`src/rtl/frame_loader.sv`:
```
// rtl/frame_loader.sv - host byte-stream parser into next_target, committed to target on latch
module frame_loader #(
  parameter int         c_ledboards = 30,
  parameter int         c_bpc       = 12,
  parameter int         c_max_time  = 1024,
  parameter logic [7:0] c_sync      = 8'hA5,
  localparam int        c_channels  = 32 * c_ledboards,
  localparam int        c_time_w    = $clog2(c_max_time),
  localparam int        c_addr_w    = $clog2(c_channels)
) (
  input  logic                i_clk,
  input  logic                i_rst_n,
  input  logic                i_sof,
  input  logic                i_valid,
  input  logic [7:0]          i_data,
  output logic                o_ready,
  input  logic                i_drq,
  output logic                o_wen,
  output logic [c_addr_w-1:0] o_waddr,
  output logic [c_bpc-1:0]    o_wdata,
  output logic [c_time_w-1:0] o_time,
  output logic [c_addr_w-1:0] o_raddr,
  input  logic [c_bpc-1:0]    i_rdata,
  output logic                o_twen,
  output logic [c_addr_w-1:0] o_twaddr,
  output logic [c_bpc-1:0]    o_twdata,
  output logic [c_time_w-1:0] o_ttime,
  output logic                o_busy,
  output logic                o_done,
  output logic                o_err
);

  // Channels are handled in pairs of three bytes; the pair index drives the write address.
  localparam int c_pair_w = $clog2(c_channels / 2);
  // The copy counter must reach c_channels to cover the trailing delayed write.
  localparam int c_cnt_w  = $clog2(c_channels + 1);

  localparam logic [c_pair_w-1:0] c_last_pair = c_pair_w'(c_channels / 2 - 1);
  localparam logic [c_addr_w-1:0] c_last_addr = c_addr_w'(c_channels - 1);
  localparam logic [c_cnt_w-1:0]  c_copy_end  = c_cnt_w'(c_channels);
  localparam logic [15:0]         c_time_lim  = 16'(c_max_time);
  localparam logic [c_time_w-1:0] c_time_max  = c_time_w'(c_max_time - 1);

  typedef enum logic [2:0] {
    IDLE   = 3'd0,
    TIME_H = 3'd1,
    TIME_L = 3'd2,
    D0     = 3'd3,
    D1     = 3'd4,
    D2     = 3'd5,
    PEND   = 3'd6,
    COPY   = 3'd7
  } state_t;

  state_t              state_q, state_d;
  logic [c_pair_w-1:0] k_q, k_d;
  logic [7:0]          b0_q, b0_d;
  logic [3:0]          b1lo_q, b1lo_d;
  logic [7:0]          thi_q, thi_d;
  logic [c_time_w-1:0] time_q, time_d;
  logic                wen_q, wen_d;
  logic [c_addr_w-1:0] waddr_q, waddr_d;
  logic [c_bpc-1:0]    wdata_q, wdata_d;
  logic [c_addr_w-1:0] raddr_q, raddr_d;
  logic [c_cnt_w-1:0]  cnt_q, cnt_d;
  logic                twen_q, twen_d;
  logic [c_addr_w-1:0] twaddr_q, twaddr_d;
  logic [c_time_w-1:0] ttime_q, ttime_d;
  logic                done_q, done_d;
  logic                err_q, err_d;

  logic                ready;
  logic                accept;
  logic                receiving;
  logic [15:0]         tval;

  // Ready and busy are pure state decodes so the host sees backpressure only while a frame is held.
  always_comb begin
    ready     = (state_q != PEND) && (state_q != COPY);
    accept    = i_valid && ready;
    receiving = (state_q == TIME_H) || (state_q == TIME_L) ||
                (state_q == D0) || (state_q == D1) || (state_q == D2);
    tval      = {thi_q, i_data};
  end

  // Next-state and registered-output computation for the parser and the commit copy.
  always_comb begin
    state_d  = state_q;
    k_d      = k_q;
    b0_d     = b0_q;
    b1lo_d   = b1lo_q;
    thi_d    = thi_q;
    time_d   = time_q;
    wen_d    = 1'b0;
    waddr_d  = waddr_q;
    wdata_d  = wdata_q;
    raddr_d  = raddr_q;
    cnt_d    = cnt_q;
    twen_d   = 1'b0;
    twaddr_d = twaddr_q;
    ttime_d  = ttime_q;
    done_d   = 1'b0;
    err_d    = 1'b0;

    if (receiving && i_sof) begin
      // A new chip-select mid-packet drops the partial frame; the same-cycle byte may start a new one.
      err_d = 1'b1;
      k_d   = '0;
      if (i_valid && (i_data == c_sync)) begin
        state_d = TIME_H;
      end else begin
        state_d = IDLE;
      end
    end else begin
      case (state_q)
        IDLE: begin
          if (accept) begin
            if (i_data == c_sync) begin
              state_d = TIME_H;
            end else begin
              err_d = 1'b1;
            end
          end
        end
        TIME_H: begin
          if (accept) begin
            thi_d   = i_data;
            state_d = TIME_L;
          end
        end
        TIME_L: begin
          if (accept) begin
            if (tval >= c_time_lim) begin
              time_d = c_time_max;
            end else begin
              time_d = tval[c_time_w-1:0];
            end
            k_d     = '0;
            state_d = D0;
          end
        end
        D0: begin
          if (accept) begin
            b0_d    = i_data;
            state_d = D1;
          end
        end
        D1: begin
          if (accept) begin
            wen_d   = 1'b1;
            waddr_d = c_addr_w'({k_q, 1'b0});
            wdata_d = {b0_q, i_data[7:4]};
            b1lo_d  = i_data[3:0];
            state_d = D2;
          end
        end
        D2: begin
          if (accept) begin
            wen_d   = 1'b1;
            waddr_d = c_addr_w'({k_q, 1'b1});
            wdata_d = {b1lo_q, i_data};
            if (k_q == c_last_pair) begin
              state_d = PEND;
            end else begin
              k_d     = k_q + 1'b1;
              state_d = D0;
            end
          end
        end
        PEND: begin
          if (i_drq) begin
            raddr_d = '0;
            cnt_d   = '0;
            ttime_d = time_q;
            state_d = COPY;
          end
        end
        COPY: begin
          // Target write trails the read address by one cycle to match the RAM latency.
          twaddr_d = raddr_q;
          if (cnt_q == c_copy_end) begin
            done_d  = 1'b1;
            cnt_d   = '0;
            raddr_d = '0;
            state_d = IDLE;
          end else begin
            twen_d = 1'b1;
            cnt_d  = cnt_q + 1'b1;
            if (raddr_q != c_last_addr) begin
              raddr_d = raddr_q + 1'b1;
            end
          end
        end
        default: state_d = IDLE;
      endcase
    end
  end

  // State and output registers; reset clears everything immediately, even mid-copy.
  always_ff @(posedge i_clk or negedge i_rst_n) begin
    if (!i_rst_n) begin
      state_q  <= IDLE;
      k_q      <= '0;
      b0_q     <= '0;
      b1lo_q   <= '0;
      thi_q    <= '0;
      time_q   <= '0;
      wen_q    <= 1'b0;
      waddr_q  <= '0;
      wdata_q  <= '0;
      raddr_q  <= '0;
      cnt_q    <= '0;
      twen_q   <= 1'b0;
      twaddr_q <= '0;
      ttime_q  <= '0;
      done_q   <= 1'b0;
      err_q    <= 1'b0;
    end else begin
      state_q  <= state_d;
      k_q      <= k_d;
      b0_q     <= b0_d;
      b1lo_q   <= b1lo_d;
      thi_q    <= thi_d;
      time_q   <= time_d;
      wen_q    <= wen_d;
      waddr_q  <= waddr_d;
      wdata_q  <= wdata_d;
      raddr_q  <= raddr_d;
      cnt_q    <= cnt_d;
      twen_q   <= twen_d;
      twaddr_q <= twaddr_d;
      ttime_q  <= ttime_d;
      done_q   <= done_d;
      err_q    <= err_d;
    end
  end

  // Read data passes straight to the target only while a target write is active.
  always_comb begin
    o_ready  = ready;
    o_busy   = (state_q == PEND) || (state_q == COPY);
    o_wen    = wen_q;
    o_waddr  = waddr_q;
    o_wdata  = wdata_q;
    o_time   = time_q;
    o_raddr  = raddr_q;
    o_twen   = twen_q;
    o_twaddr = twaddr_q;
    o_twdata = twen_q ? i_rdata : '0;
    o_ttime  = ttime_q;
    o_done   = done_q;
    o_err    = err_q;
  end

endmodule

```
`config.mk`:
```
export PLATFORM = sky130hd
export DESIGN_NAME = frame_loader
export DESIGN_NICKNAME = d
export VERILOG_FILES = /design/src/rtl/frame_loader.sv
export SDC_FILE = /design/constraint.sdc
export NUM_CORES = 1
export LEC_CHECK = 0
export CORE_ASPECT_RATIO = 2
export CORE_UTILIZATION = 35
export CTS_CLUSTER_DIAMETER = 40
export DETAILED_ROUTE_END_ITERATION = 8
export GPL_TIMING_DRIVEN = 0
export PLACE_DENSITY = 0.69
export SKIP_CTS_REPAIR_TIMING = 1
export SLEW_MARGIN = 40
export SYNTH_ARGS = -nofsm -noshare
export SYNTH_HDL_FRONTEND = slang
export SYNTH_SLANG_ARGS = --single-unit
```
`constraint.sdc`:
```
create_clock -name i_clk -period 3.8 [get_ports i_clk]
set_input_delay 1.14 -clock i_clk [delete_from_list [all_inputs] [get_ports i_clk]]
set_output_delay 1.14 -clock i_clk [all_outputs]
set_load 0.05 [all_outputs]
```
==> impl_metrics.yaml, run 1 <==
die:
  die_h_um: 173
  start_util: 0.357
  die_area_mm2: 0.0151
  rows: 62
  die_x_um: 87.5
  coreArea_mm2: 0.0144
  io_pins: 105
power:
  powerDensity_mw_per_mm2: 639
  fin_total_pwr_w: 0.00434
  power.share.sequential: 0.354
  clockPowerShare: 0.264
  p_leak_nw: 3.00
  peakVddDrop_mv: 0.410
  p_sw_frac: 0.372
  p_switching_w: 0.00162
  power.share.combinational: 0.381
  power.internal_w: 0.00273
setup_path:
  cpMaxStageDelayCell: "clkdlybuf4s50_1"
  critPathMaxFanout: 1
  ff2ff_path_depth: 9
  cp_common_cell: "clkdlybuf4s50_1"
  start_kind: "input pin"
  crit_path_cell_trace: "clkdlybuf4s50_1, and2_1, clkdlybuf4s50_1"
  critical_path.top_delay_family: "buffers and inverters"
  rr_startpoint: "state_q[1]"
  cp-startpoint: "i_rdata[3]"
  worstSetupEndpointType: "output port"
  worstSetupPathType: "in -> out"
  crit_arrival_ns: 2.51
  required_ns: 2.66
  cpPeakStageDelay_ns: 0.79
  crit_cells: 3
  crit_buf_inv: 2
clock_tree:
  cts_tree: "done"
  clock_latency_ns: 0.35
  cts_inserted_buffers: 9
  cts-root-buf: "clkbuf_16"
  cts.path.max_buffers: 2
  clock-sinks: 108
  cts.clk_slew.worst_paths_ns: 0.07
  cts-htree-levels: 3
hold_path:
  min_from: "cnt_q[9]"
  hold_path_class: "reg -> reg"
  hold_path_depth: 1
yosys:
  yosysWarnings: 0
  ys.flop_type: "dfrtp_1"
  synth.net_count: 507
  synth_top_area_frac: 0.528
  ys_top_cells_by_area: "dfrtp_1 (53%), mux2_2 (11%), nor2_1 (3.7%), mux2i_1 (3.3%), a21oi_1 (2.9%)"
  synthCells: 474
  yosysUniqueCellTypes: 49
  ys_seq_area_frac: 0.528
  async_flop_share: 1.00
  avgSynthCellArea_um2: 10.8
  yosys_register_bits: 108
  yosysTopAreaCell: "dfrtp_1"
  synth_edf_count: 0
  syn_area_mm2: 0.00512
global_route:
  grt-ovfl-total: 0
  grt_max_degree: 57
  grt_pass1_vias: 4131
  antenna_found_initial: 0
  grt_pass1_wl_um: 20900
  grt.total_usage: 0.179
final_layout:
  fill_cells: 1338
  layout-drive-gt1-share: 0.145
  final_cell_mix: "dfrtp_1 (108), clkdlybuf4s50_1 (102), nor2_1 (51), mux2_2 (51), nand2_1 (39)"
  final_cells: 786
  final_common_cell: "dfrtp_1"
  insertedDiodeCount: 0
  nets: 622
  syn2layout_area_growth_pct: 32.7
routing:
  drc_errors: 0
  routedWlPerCell_um: 16.4
  vias: 4087
  final_antenna_net_count: 0
  drtIter0Drc: 237
  via_per_inst: 5.20
  wl_um: 12900
  firstDrtPassIters: 4
placed_design:
  numPortBuffers: 103
  dp_cells: 770
  dpl_worst_slack_ns: 0.144
  globalplace.congestion: 0.827
  place_hpwl_um: 9650
sta:
  setup_viol: 0
  max_freq_mhz: 274
  report.final.slew_viol_count: 0
  rsz0062_at_grt: "false"
  fin_crit_sh: 0.961
  maxSlewHeadroom: 0.512
  finalHoldViolations: 0
  worstMarginPinSlew_ns: 0.728
  setup_slack_ns: 0.148
  fin_worst_skew_ns: 0.00978
  period_minus_slack_ns: 3.65
run:
  cap_violations: 0
status:
  run_status: "finished clean"
-- synthesized netlist by cell type (2+ instances only) --
master,instances
nor3_1,4
buf_6,3
nand2_1,39
nor4bb_1,3
a21oi_1,30
buf_2,5
o21ai_1,2
o22ai_1,2
nand2b_1,3
o31ai_1,7
a41o_1,2
nor2_1,51
mux2i_1,17
clkbuf_1,17
or3_1,8
a31oi_1,5
a41oi_1,3
a32oi_1,2
nand3_1,10
nand4_1,7
o21ai_0,30
nor2b_1,3
inv_1,9
a22o_1,2
and2_1,14
dfrtp_1,108
ha_1,8
and3_1,5
xor2_1,2
nor3b_1,2
nor3_2,2
mux2_2,51
and4b_1,2
-- sequential cells by signal (all words and copies together) (netlist names), 3 cells and up --
signal    count
o_waddr      10
b1lo_q        4
thi_q         8
o_wdata      12
k_q           9
o_time       10
o_twaddr     10
o_ttime      10
cnt_q        10
state_q       3
o_raddr      10
b0_q          8
-- worst register-to-register path: cells and delay by family (launching register included) --
kind / cells / cell delay (ns)
AO/OA/AOI/OAI: 2 / 0.51
adder cells (fa/ha/maj): 1 / 0.18
buffers and inverters: 4 / 0.97
flip-flops: 1 / 0.38
AND/OR/NAND/NOR: 2 / 0.78
-- final cells by class --
| type | count | area, µm² | area share |
|---|---|---|---|
| clock buffer | 9 | 225 | 0.0331 |
| buffer | 25 | 123 | 0.0180 |
| timing repair buffer | 104 | 1060 | 0.157 |
| multi-input combinational | 332 | 2260 | 0.333 |
| sequential | 108 | 2700 | 0.398 |
| inverter | 9 | 33.8 | 0.00497 |
| clock inverter | 7 | 146 | 0.0215 |
| tap | 192 | 240 | 0.0354 |
-- kinds of logic after synthesis --
kind of cell / count (synthesis) / share of synthesized area
AO/OA/AOI/OAI: 93 / 0.113
XOR/XNOR: 2 / 0.00342
flip-flops: 108 / 0.528
adder cells (fa/ha/maj): 8 / 0.0196
multiplexers: 68 / 0.145
AND/OR/NAND/NOR: 161 / 0.160
buffers and inverters: 34 / 0.0306
-- path summary, 6_finish.rpt --
| check | slack (ns) | end |
|---|---|---|
| setup / recovery | 0.15 | o_twdata[3] |
| hold / removal | 0.50 | cnt_q[9] |
| setup reg to reg | 0.86 | o_wdata[3] |
| hold reg to reg | 0.50 | cnt_q[9] |
| max in group asynchronous | 2.50 | o_time[5] |
| min in group asynchronous | 0.68 | cnt_q[1] |
-- power groups by stage --
stage / clock network (W) / logic, W / registers [W]
final: 0.00115 / 0.00166 / 0.00154
after global routing: 0.00122 / 0.00178 / 0.00157
after CTS: 0.00117 / 0.00167 / 0.00154
after detailed placement: 0 / 0.00166 / 0.00156
after global placement: 0 / 0.00162 / 0.00155
after floorplan: 0 / 0.000720 / 0.00196
-- per-stage QoR --
step,util,setup TNS [ns],area (µm²),hold slack (ns)
global route,0.473,0,6790,0.508
global placement,0.445,-252.40,6390,0.460
detailed placement,0.448,0,6420,0.474
floorplan,-,0,5120,0.437
finish,0.473,0,6790,0.499
CTS,0.473,0,6790,0.484
-- routing by layer --
metal | vias up | track usage | share of wire
met5 | - | 0 | 0
li1 | 1918 | - | -
met4 | 0 | 0.0731 | 0.025
met3 | 23 | 0.0286 | 0.037
met2 | 132 | 0.331 | 0.56
met1 | 2014 | 0.195 | 0.38
Note: power is estimated with default switching activity, not from simulation.
==> run 2, diff against run 1 <==
CORE_UTILIZATION = 40   (was 35)
PLACE_DENSITY = 0.76   (was 0.69)
==> impl_metrics.yaml, run 2 (same netlist as run 1, synthesis figures left out) <==
status:
  run_status: "finished clean"
placed_design:
  numPortBuffers: 103
  dpl_worst_slack_ns: 0.117
  place_area_mm2: 0.00637
  place_hpwl_um: 9510
  globalplace.congestion: 0.936
setup_path:
  critPathMaxFanout: 1
  start_kind: "input pin"
  crit_arrival_ns: 2.56
  worstSetupPathType: "in -> out"
  required_ns: 2.66
  worstSetupEndpointType: "output port"
  ff2ff_path_depth: 9
sta:
  period_minus_slack_ns: 3.70
  rsz0062_at_grt: "false"
  setup_viol: 0
  max_freq_mhz: 270
  worstMarginPinSlew_ns: 0.679
  finalHoldViolations: 0
  report.final.slew_viol_count: 0
  fin_worst_skew_ns: 0.0110
  setup_slack_ns: 0.101
  fin_crit_sh: 0.974
  maxSlewHeadroom: 0.546
routing:
  via_per_inst: 5.56
  drtIter0Drc: 191
  wl_um: 12700
  drc_errors: 0
  final_antenna_net_count: 0
  vias: 4139
  routedWlPerCell_um: 17.0
  firstDrtPassIters: 4
power:
  p_leak_nw: 2.97
  peakVddDrop_mv: 0.437
  power.share.combinational: 0.403
  p_switching_w: 0.00164
  power.share.sequential: 0.373
  p_sw_frac: 0.399
  power.internal_w: 0.00248
  powerDensity_mw_per_mm2: 618
  clockPowerShare: 0.224
global_route:
  grt_max_degree: 64
  grt-ovfl-total: 0
  grt_pass1_vias: 4295
  grt_pass1_wl_um: 20700
  antenna_found_initial: 0
  grt.total_usage: 0.203
die:
  die_h_um: 162
  io_pins: 105
  die_x_um: 82.0
  start_util: 0.408
  rows: 58
  die_area_mm2: 0.0133
  coreArea_mm2: 0.0126
final_layout:
  syn2layout_area_growth_pct: 30.3
  fill_cells: 1091
  insertedDiodeCount: 0
  finalInstanceArea_mm2: 0.00667
  layout-drive-gt1-share: 0.145
  largest_register_ffs: 12
  final_cell_mix: "dfrtp_1 (108), clkdlybuf4s50_1 (102), nor2_1 (51), mux2_2 (51), nand2_1 (39)"
  nets: 622
  final_common_cell: "dfrtp_1"
clock_tree:
  cts_inserted_buffers: 9
  cts_tree: "done"
  cts.path.max_buffers: 2
  cts.clk_slew.worst_paths_ns: 0.07
  clock-sinks: 108
  cts-htree-levels: 3
  cts-root-buf: "clkbuf_16"
  clock_latency_ns: 0.35
run:
  cap_violations: 0
hold_path:
  hold_path_class: "reg -> reg"
  hold_path_depth: 1
## run 2: final timing paths
kind                       slack (ns)        start          end
setup / recovery                 0.10   i_rdata[9]  o_twdata[9]
hold / removal                   0.51  o_twaddr[6]  o_twaddr[6]
setup reg to reg                 0.92   state_q[0]   o_wdata[2]
hold reg to reg                  0.51  o_twaddr[6]  o_twaddr[6]
max in group asynchronous        2.52      i_rst_n   o_waddr[3]
min in group asynchronous        0.68      i_rst_n     cnt_q[4]
## run 2: final cells by class
type,count,area [µm²],area share
buffer,25,123,0.0184
multi-input combinational,332,2260,0.339
clock inverter,7,76.3,0.0114
tap,150,188,0.0281
timing repair buffer,104,1060,0.159
inverter,9,33.8,0.00506
sequential,108,2700,0.405
clock buffer,9,225,0.0338
## run 2: through the flow
step	std cells	hold slack, ns	power [W]	setup TNS [ns]	util
floorplan	474	0.437	0.00268	0	-
finish	744	0.506	0.00412	0	0.531
detailed placement	728	0.469	0.00321	0	0.507
global placement	727	0.462	0.00315	-257.24	0.505
CTS	744	0.509	0.00415	0	0.531
global route	744	0.525	0.00434	0	0.531
## run 2: power by group through the flow
stage	sequential (W)	combinational, W	clock, W
floorplan	0.00196	0.000720	0
global placement	0.00155	0.00161	0
detailed placement	0.00156	0.00166	0
CTS	0.00154	0.00167	0.000943
global route	0.00157	0.00179	0.000984
finish	0.00154	0.00166	0.000923
## run 2: metal layers
metal | global-route usage | wire length [µm] | up-vias
li1 | - | - | 1910
met1 | 0.214 | 4510 | 2030
met2 | 0.376 | 7070 | 164
met3 | 0.0360 | 675 | 35
met4 | 0.0901 | 405 | 0
met5 | 0 | 0 | -
## run 2: critical path, stage by stage
cell	delay, ns
clkdlybuf4s50_1	0.46
and2_1	0.12
clkdlybuf4s50_1	0.84
